<file path="src/rtl/cl_seq_divider.sv">
// cl_seq_divider: radix-2 sequential divider, one quotient bit per clock.
//   Divides a 2*DATA_WIDTH dividend by a DATA_WIDTH divisor.
//   carry_option=1 selects unsigned restoring integer division.
//   carry_option=0 selects carry-less division over GF(2)[x].
// Ports: clk/rst_n (async active-low); start (sampled only when idle);
//   carry_option, dividend and divisor are latched on the accepted start;
//   busy (high from the accepting edge through the last step);
//   done (one-cycle pulse, never together with busy);
//   div_by_zero, quotient and remainder are valid with done and held
//   until the next accepted start.
// Latency: done appears after edge E+2*DATA_WIDTH+1, where E is the start edge.
// Issue interval: a held start is re-accepted during the done cycle,
//   giving one operation every 2*DATA_WIDTH+2 cycles.
module cl_seq_divider #(
  parameter int DATA_WIDTH = 32
) (
  input  logic                    clk,
  input  logic                    rst_n,
  input  logic                    start,
  input  logic                    carry_option,
  input  logic [2*DATA_WIDTH-1:0] dividend,
  input  logic [DATA_WIDTH-1:0]   divisor,
  output logic                    busy,
  output logic                    done,
  output logic                    div_by_zero,
  output logic [2*DATA_WIDTH-1:0] quotient,
  output logic [DATA_WIDTH-1:0]   remainder
);

  localparam int QW    = 2 * DATA_WIDTH;
  localparam int CNT_W = $clog2(QW + 1);
  localparam int DEG_W = (DATA_WIDTH > 1) ? $clog2(DATA_WIDTH) : 1;

  typedef enum logic [1:0] {
    S_IDLE,
    S_RUN,
    S_DONE
  } state_t;

  state_t state, state_nxt;

  logic [QW-1:0]         dvd_q;    // dividend, rotated left once per step
  logic [DATA_WIDTH-1:0] dvs_q;
  logic                  mode_q;
  logic [DEG_W-1:0]      deg_q;
  logic [DATA_WIDTH:0]   rem_q;    // partial remainder R
  logic [QW-1:0]         quo_q;
  logic [CNT_W-1:0]      cnt_q;
  logic                  done_q;
  logic                  dbz_q;

  // Index of the most significant set bit. Zero for a zero input; that
  // case is overridden by the divide-by-zero forcing at completion.
  function automatic logic [DEG_W-1:0] msb_index(input logic [DATA_WIDTH-1:0] v);
    logic [DEG_W-1:0] idx;
    idx = '0;
    for (int i = 0; i < DATA_WIDTH; i++) begin
      if (v[i]) idx = DEG_W'(i);
    end
    return idx;
  endfunction

  // ---------------------------------------------------------------------------
  // Step datapath
  // ---------------------------------------------------------------------------
  logic [DATA_WIDTH:0] r_sh;
  logic [DATA_WIDTH:0] r_sub;
  logic [DATA_WIDTH:0] r_xor;
  logic [DATA_WIDTH:0] r_nxt;
  logic                r_ge;
  logic                q_bit;

  always_comb begin
    r_sh  = {rem_q[DATA_WIDTH-1:0], dvd_q[QW-1]};
    r_ge  = (r_sh >= {1'b0, dvs_q});
    r_sub = r_sh - {1'b0, dvs_q};
    r_xor = r_sh ^ {1'b0, dvs_q};
    q_bit = 1'b0;
    r_nxt = r_sh;
    if (mode_q) begin
      q_bit = r_ge;
      if (r_ge) r_nxt = r_sub;
    end else begin
      // R has degree < deg before the shift, so after the shift only
      // bit deg can reach the divisor's degree.
      q_bit = r_sh[deg_q];
      if (r_sh[deg_q]) r_nxt = r_xor;
    end
  end

  // ---------------------------------------------------------------------------
  // FSM
  // ---------------------------------------------------------------------------
  always_ff @(posedge clk or negedge rst_n) begin
    if (!rst_n) state <= S_IDLE;
    else        state <= state_nxt;
  end

  always_comb begin
    state_nxt = state;
    case (state)
      S_IDLE: if (start) state_nxt = S_RUN;
      // The counter reaches zero on the last step; finish then.
      S_RUN:  if (cnt_q == CNT_W'(1)) state_nxt = S_DONE;
      S_DONE: state_nxt = S_IDLE;
      default: state_nxt = S_IDLE;
    endcase
  end

  // ---------------------------------------------------------------------------
  // Operand, remainder and quotient registers
  // ---------------------------------------------------------------------------
  always_ff @(posedge clk or negedge rst_n) begin
    if (!rst_n) begin
      dvd_q  <= '0;
      dvs_q  <= '0;
      mode_q <= 1'b0;
      deg_q  <= '0;
      rem_q  <= '0;
      quo_q  <= '0;
      cnt_q  <= '0;
      done_q <= 1'b0;
      dbz_q  <= 1'b0;
    end else begin
      done_q <= (state == S_DONE);
      case (state)
        S_IDLE: begin
          if (start) begin
            dvd_q  <= dividend;
            dvs_q  <= divisor;
            mode_q <= carry_option;
            deg_q  <= msb_index(divisor);
            rem_q  <= '0;
            quo_q  <= '0;
            dbz_q  <= 1'b0;
            cnt_q  <= CNT_W'(QW);
          end
        end
        S_RUN: begin
          rem_q <= r_nxt;
          quo_q <= {quo_q[QW-2:0], q_bit};
          // Rotating rather than shifting leaves the original dividend
          // in place at the end, for the divide-by-zero remainder.
          dvd_q <= {dvd_q[QW-2:0], dvd_q[QW-1]};
          cnt_q <= cnt_q - CNT_W'(1);
        end
        S_DONE: begin
          if (dvs_q == '0) begin
            dbz_q <= 1'b1;
            quo_q <= '1;
            rem_q <= {1'b0, dvd_q[DATA_WIDTH-1:0]};
          end
        end
        default: ;
      endcase
    end
  end

  assign busy        = (state != S_IDLE);
  assign done        = done_q;
  assign div_by_zero = dbz_q;
  assign quotient    = quo_q;
  assign remainder   = rem_q[DATA_WIDTH-1:0];

endmodule

</file>
<file path="config.mk">
export PLATFORM = sky130hd
export DESIGN_NAME = cl_seq_divider
export DESIGN_NICKNAME = d
export VERILOG_FILES = /design/src/rtl/cl_seq_divider.sv
export SDC_FILE = /design/constraint.sdc
export NUM_CORES = 1
export LEC_CHECK = 0
export ABC_AREA = 1
export CAP_MARGIN = 20
export CORE_MARGIN = 1.5
export CORE_UTILIZATION = 45
export CTS_BUF_LIST = sky130_fd_sc_hd__clkbuf_8
export DETAILED_ROUTE_END_ITERATION = 7
export GPL_ROUTABILITY_DRIVEN = 0
export PLACE_DENSITY = 0.72
export SLEW_MARGIN = 20
export SYNTH_ARGS = -nofsm -noshare
export SYNTH_HDL_FRONTEND = slang
export SYNTH_SLANG_ARGS = --single-unit
export TNS_END_PERCENT = 1
</file>
<file path="constraint.sdc">
create_clock -name clk -period 2.6 [get_ports clk]
set_clock_uncertainty 0.15 [all_clocks]
set_input_delay 0.52 -clock clk [delete_from_list [all_inputs] [get_ports clk]]
set_output_delay 0.52 -clock clk [all_outputs]
set_load 0.05 [all_outputs]
</file>
==> Yosys cells after proc, flatten, opt, wreduce, memory -nomap -nowiden <==
Cells that the tools add are included.
{ "word_totals": {"wordCells": 85, "regBits": 209, "out_inout_bits": 99} }
{ "classes": {"n_lt_le_gt_ge": 2, "reduce_logical": 11, "addsub": 2, "muxes": 53, "n_eq_ne": 6, "bitwise_logic": 1} }
{ "op_table": {"columns": ["op", "count"], "rows": [
  ["64-bit 2-to-1 mux", 3],
  ["64-bit case mux with 3 select lines", 1],
  ["32-bit 2-to-1 mux", 5],
  ["5-bit 2-to-1 mux", 30],
  ["64-bit case mux with 2 select lines", 1],
  ["32-bit case mux with 3 select lines", 1],
  ["33-bit by 32-bit greater-or-equal comparator with 1-bit output", 1],
  ["32-bit zero test", 1],
  ["32-bit subtractor", 1],
  ["32-bit XOR", 1],
  ["7-bit case mux with 2 select lines", 1],
  ["7-bit by 1-bit == test with 1-bit output, second input constant", 1],
  ["5-bit by 7-bit < comparator with 1-bit output, second input constant", 1],
  ["7-bit 2-to-1 mux", 1],
  ["7-bit by 1-bit subtractor with 7-bit output, second input constant", 1],
  ["2-bit AND reduction", 3],
  ["3-bit AND reduction", 2],
  ["2-bit nonzero test", 3],
  ["1-bit binary-select mux with 5-bit select", 1],
  ["1-bit 2-to-1 mux", 5],
  ["2-bit 2-to-1 mux", 2],
  ["2-bit inequality test, second input constant", 2],
  ["2-bit case mux with 2 select lines", 1],
  ["3-bit nonzero test", 1],
  ["5 further kinds", 5]
]} }

==> Longest topological paths before layout <==
{ "logic_depth": {"depth_word": 31, "mapped_depth": 31, "mapped_depth_nobuf": 31} }

==> Worst setup path before layout <==
OpenSTA, ideal clock, no wires.
{ "synth_path": {"path_type": "register to register", "from": "register rem_q[0]", "to": "register rem_q[24]", "stages_incl_launch_ff": 25, "n_path_buf": 1, "period_less_slack_ns": 3.026, "slack_ns": -0.426, "arrival_ns": 2.758, "cell_sequence": "dfrtp_1 > ha_1 > nand3_1 > nand3_2 > a21oi_2 > o21ai_2 > nand2_1 > nand2_2 > nand2_2 > nand2_4 > nand4_2 > nand2_2 > nand2_2 > nand2_2 > nand2_2 > nand2_2 > nand2_4 > nand3_4 > buf_6 > nor2_1 > nor2_1 > o21ai_1 > nand2_1 > nand2_1 > nand2_1"} }
{ "synth_between": {"elab_chain_len": 5, "elab_cells_between_ends": 8, "classes_between": "add/sub: 1; order compare: 1; mux: 6"} }
{ "synth_lines": {"columns": ["element", "line", "text"], "rows": [
  ["start, declared", "46", "logic [DATA_WIDTH:0] rem_q;"],
  ["start signal, assigned", "140", "rem_q <= r_nxt;"],
  ["start signal, assigned", "151", "rem_q <= {1'b0, dvd_q[DATA_WIDTH-1:0]};"],
  ["branches (longest 3 deep; another with 32-bit subtractor)", null, null],
  ["32-bit 2-to-1 mux (*)", "80", "if (mode_q) begin"],
  ["32-bit case mux with 3 select lines (*)", "126", "case (state)"]
]} }
Mark *: on every way between the ends. The select of a mux whose other input is x is not followed.
A chain may end at the register's enable or synchronous reset.

==> Worst setup path in the final report <==
{ "layout_path": {"from": "register rem_q[11]", "to": "register rem_q[12]"} }
The elaborated chain is that of the path after synthesis.

==> results.yml <==
status:
  status: "finished, violations left"
  violations: "setup timing"
setup_path:
  regToRegSetupSlack_ps: -370
  r2r_start: "rem_q[11]"
  cpMaxStageDelayCell: "dfrtp_2"
  startpoint_type: "register"
  crit_buf_inv: 3
  criticalPathCategory: "register to register"
  worstPathArrival_ps: 3240
  crit_path_end_kind: "register"
  reg2reg_depth: 22
  worst-path-max-fanout: 11
  path_delay_family: "simple AND/OR/NAND/NOR gates"
  cp.required_ps: 2860
  worstReg2RegEnd: "rem_q[12]"
  max_stage_delay_ps: 420
  critical_path.cell_chain: "ha_4 -> buf_4 -> inv_1 -> o21ai_1 -> a31oi_2 -> o21ai_1 -> a21oi_2 -> nand2_2 -> nand2_2 -> nand2_2 -> nand2_2 -> nand2_2 -> nand2_4 -> nand2_8 -> buf_12 -> nand2_1 -> o21ai_1 -> nand2_1 -> nand3_1 -> nand2_1 -> nand2_1 -> nand2_1"
floorplan:
  coreArea_um2: 26900
  die_h_um: 168
  start_util: 0.456
  die-area_um2: 28200
  rows: 60
  die_w_um: 168
  ios: 199
global_route:
  antenna_found_initial: 0
  grt_max_degree: 168
  grt_overflow: 0
  grtUsageTotal: 0.276
  grt_pass1_vias: 12359
  grt_pass1_wl_um: 63000
synth:
  syn_inst: 1673
  ys_seq_area_frac: 0.427
  synth_cell_type_count: 51
  synth_edf_count: 0
  yosysTopAreaCellShare: 0.427
  yosys_most_used_dff: "dfrtp_1"
  syn-cell-area_um2: 12300
  ys_ff_latch: 209
  synth_warnings: 0
  synth_nets: 1812
  avgSynthCellArea_um2: 7.33
  synthTopCellsByArea: "dfrtp_1 43%, nand2_1 17%, o21ai_0 5.9%, nor2_1 4.5%, a21oi_1 4.2%"
  yosys.area.top_type: "dfrtp_1"
  async_reset_ff_frac: 1.00
timing:
  tightest_slew_ps: 763
  fmax_mhz: 336
  relSlewSlack: 0.491
  totalNegativeSetupSlack_ps: -8530
  rsz0062_at_grt: "yes"
  min_period_ps: 2970
  min_period_over_period: 1.14
  setup_ws_ps: -375
  setup_viol: 33
  drv_slew: 0
  hold-worst-slack_ps: 272
  final_hold_viol_count: 0
detailed_routing:
  drtPass1Iterations: 5
  vias_per_cell: 5.40
  dr_total_vias: 12873
  routed_wl_um: 39100
  drc: 0
  drtAntennaViolNets: 0
  wl_per_cell_um: 16.4
  drtIter0Drc: 1139
cts:
  cts_sinks: 209
  root_buffer: "clkbuf_8"
  path_clk_slew_ps: 60
  cts_tree: "built"
  clock_path_buffers: 3
  htreeDepth: 2
  clk-insertion-delay-late_ps: 550
  cts_buffers: 39
finish:
  area_delta_synth_final_pct: 39.9
  diodes: 0
  layout.cells.non_filler: 2382
  drive_gt1_frac: 0.177
  fin_nets: 2157
placed_design:
  dp_cells: 2313
  hpwl_um: 27300
  io_buffer_count: 198
pwr:
  p_total_mw: 25.0
  power_density_nw_per_um2: 1460
  leakage_nw: 8.15
  irDropWorstVdd_mv: 0.960
flow_run:
  max-cap-violations: 0
hold_path:
  worstHoldPathType: "input pin to async pin"
==> registers in the layout, summed over array words and instances, names as in the netlist <==
name and cells:
cnt_q 7, deg_q 5, div_by_zero 1, done 1, dvd_q 64, dvs_q 32
mode_q 1, quotient 64, rem_q 32, state 2
==> cells by family after synthesis <==
logic type      count (synthesis)  synth area share
compound gates                414             0.191
xor+xnor                       29            0.0207
fa+ha+maj                      39            0.0404
buf+inv                       214            0.0700
flops                         209             0.427
simple gates                  768             0.251
==> final cells by class <==
cell class,count,area (um^2)
multi-input cells,1250,6540
inverters,117,439
repair buffers,401,3720
flip-flops and latches,209,5260
clock inverters,20,158
well taps,341,427
fillers,2318,9730
clock buffers,44,606
==> per-stage QoR <==
step | utilization | instance area (um^2) | worst slack [ps]
floorplan | - | 12400 | -194
global placement | 0.597 | 16000 | -488
detailed placement | 0.597 | 16000 | -514
CTS | 0.632 | 17000 | -324
global route | 0.638 | 17100 | -586
finish | 0.638 | 17100 | -375
==> Yosys cell counts, types with 10 or more instances <==
master	count
nand3_1	30
clkbuf_1	78
o21ai_1	22
nor2_1	146
o211ai_1	33
buf_2	13
a31oi_1	76
o21ai_0	144
nand2_1	551
a21oi_1	103
inv_1	112
nor4_1	11
ha_1	38
o22ai_1	10
dfrtp_1	209
xor2_1	23
==> per-layer routing <==
metal / routed length [um] / GRT usage / vias up
li1: - / - / 6214
met1: 16200 / 0.353 / 6086
met2: 18600 / 0.461 / 478
met3: 2780 / 0.0501 / 95
met4: 1530 / 0.121 / 0
met5: 0 / 0 / -
==> timing repair <==
| item | CTS | global route |
|---|---|---|
| hold buffers | 1 | 0 |
| pin swaps | 12 | 10 |
| gates resized for setup | 42 | 40 |
| endpoints found under the hold margin | 21 | 0 |
| buffers inserted | 4 | 0 |
| setup endpoints to repair | 87 | 102 |
| cloned | 0 | 0 |
==> how the worst max path moves through the flow <==
stage               startpoint        end  slack, ps  cells past startpoint
floorplan             rem_q[1]  rem_q[27]       -190                     24
global placement     dvd_q[63]  rem_q[26]       -490                     18
detailed placement   dvd_q[63]  rem_q[26]       -510                     18
CTS                  dvd_q[63]  rem_q[22]       -320                     18
global route          rem_q[0]  rem_q[12]       -590                     25
finish               rem_q[11]  rem_q[12]       -370                     22
==> cell usage in the layout, fill, tap and decap left out, types with 28 or more instances in the layout <==
master | netlist | final
a21oi_1 | 103 | 97
a31oi_1 | 76 | 73
buf_4 | 1 | 186
clkbuf_8 | 0 | 45
clkdlybuf4s50_1 | 0 | 188
dfrtp_1 | 209 | 191
ha_1 | 38 | 28
inv_1 | 112 | 118
nand2_1 | 551 | 541
nor2_1 | 146 | 141
o211ai_1 | 33 | 33
o21ai_0 | 144 | 132
o21ai_1 | 22 | 28
==> report_power, final <==
part / switching, mW / leakage, nW / internal, mW
logic: 9.76 / 5.14 / 6.17
registers: 1.08 / 2.58 / 4.75
clock network: 1.44 / 0.431 / 1.75
==> worst register-to-register path: stages, from the launching register on <==
cell     delay [ps]
dfrtp_2         420
ha_4            270
buf_4           100
inv_1            30
o21ai_1         260
a31oi_2         150
o21ai_1         240
a21oi_2          90
nand2_2          90
nand2_2          50
nand2_2          60
nand2_2          50
nand2_2          70
nand2_4          90
nand2_8         110
buf_12          140
nand2_1          50
o21ai_1          70
nand2_1          60
nand3_1          70
nand2_1          70
nand2_1          80
nand2_1          70
Power figures use the tool's default switching activity.
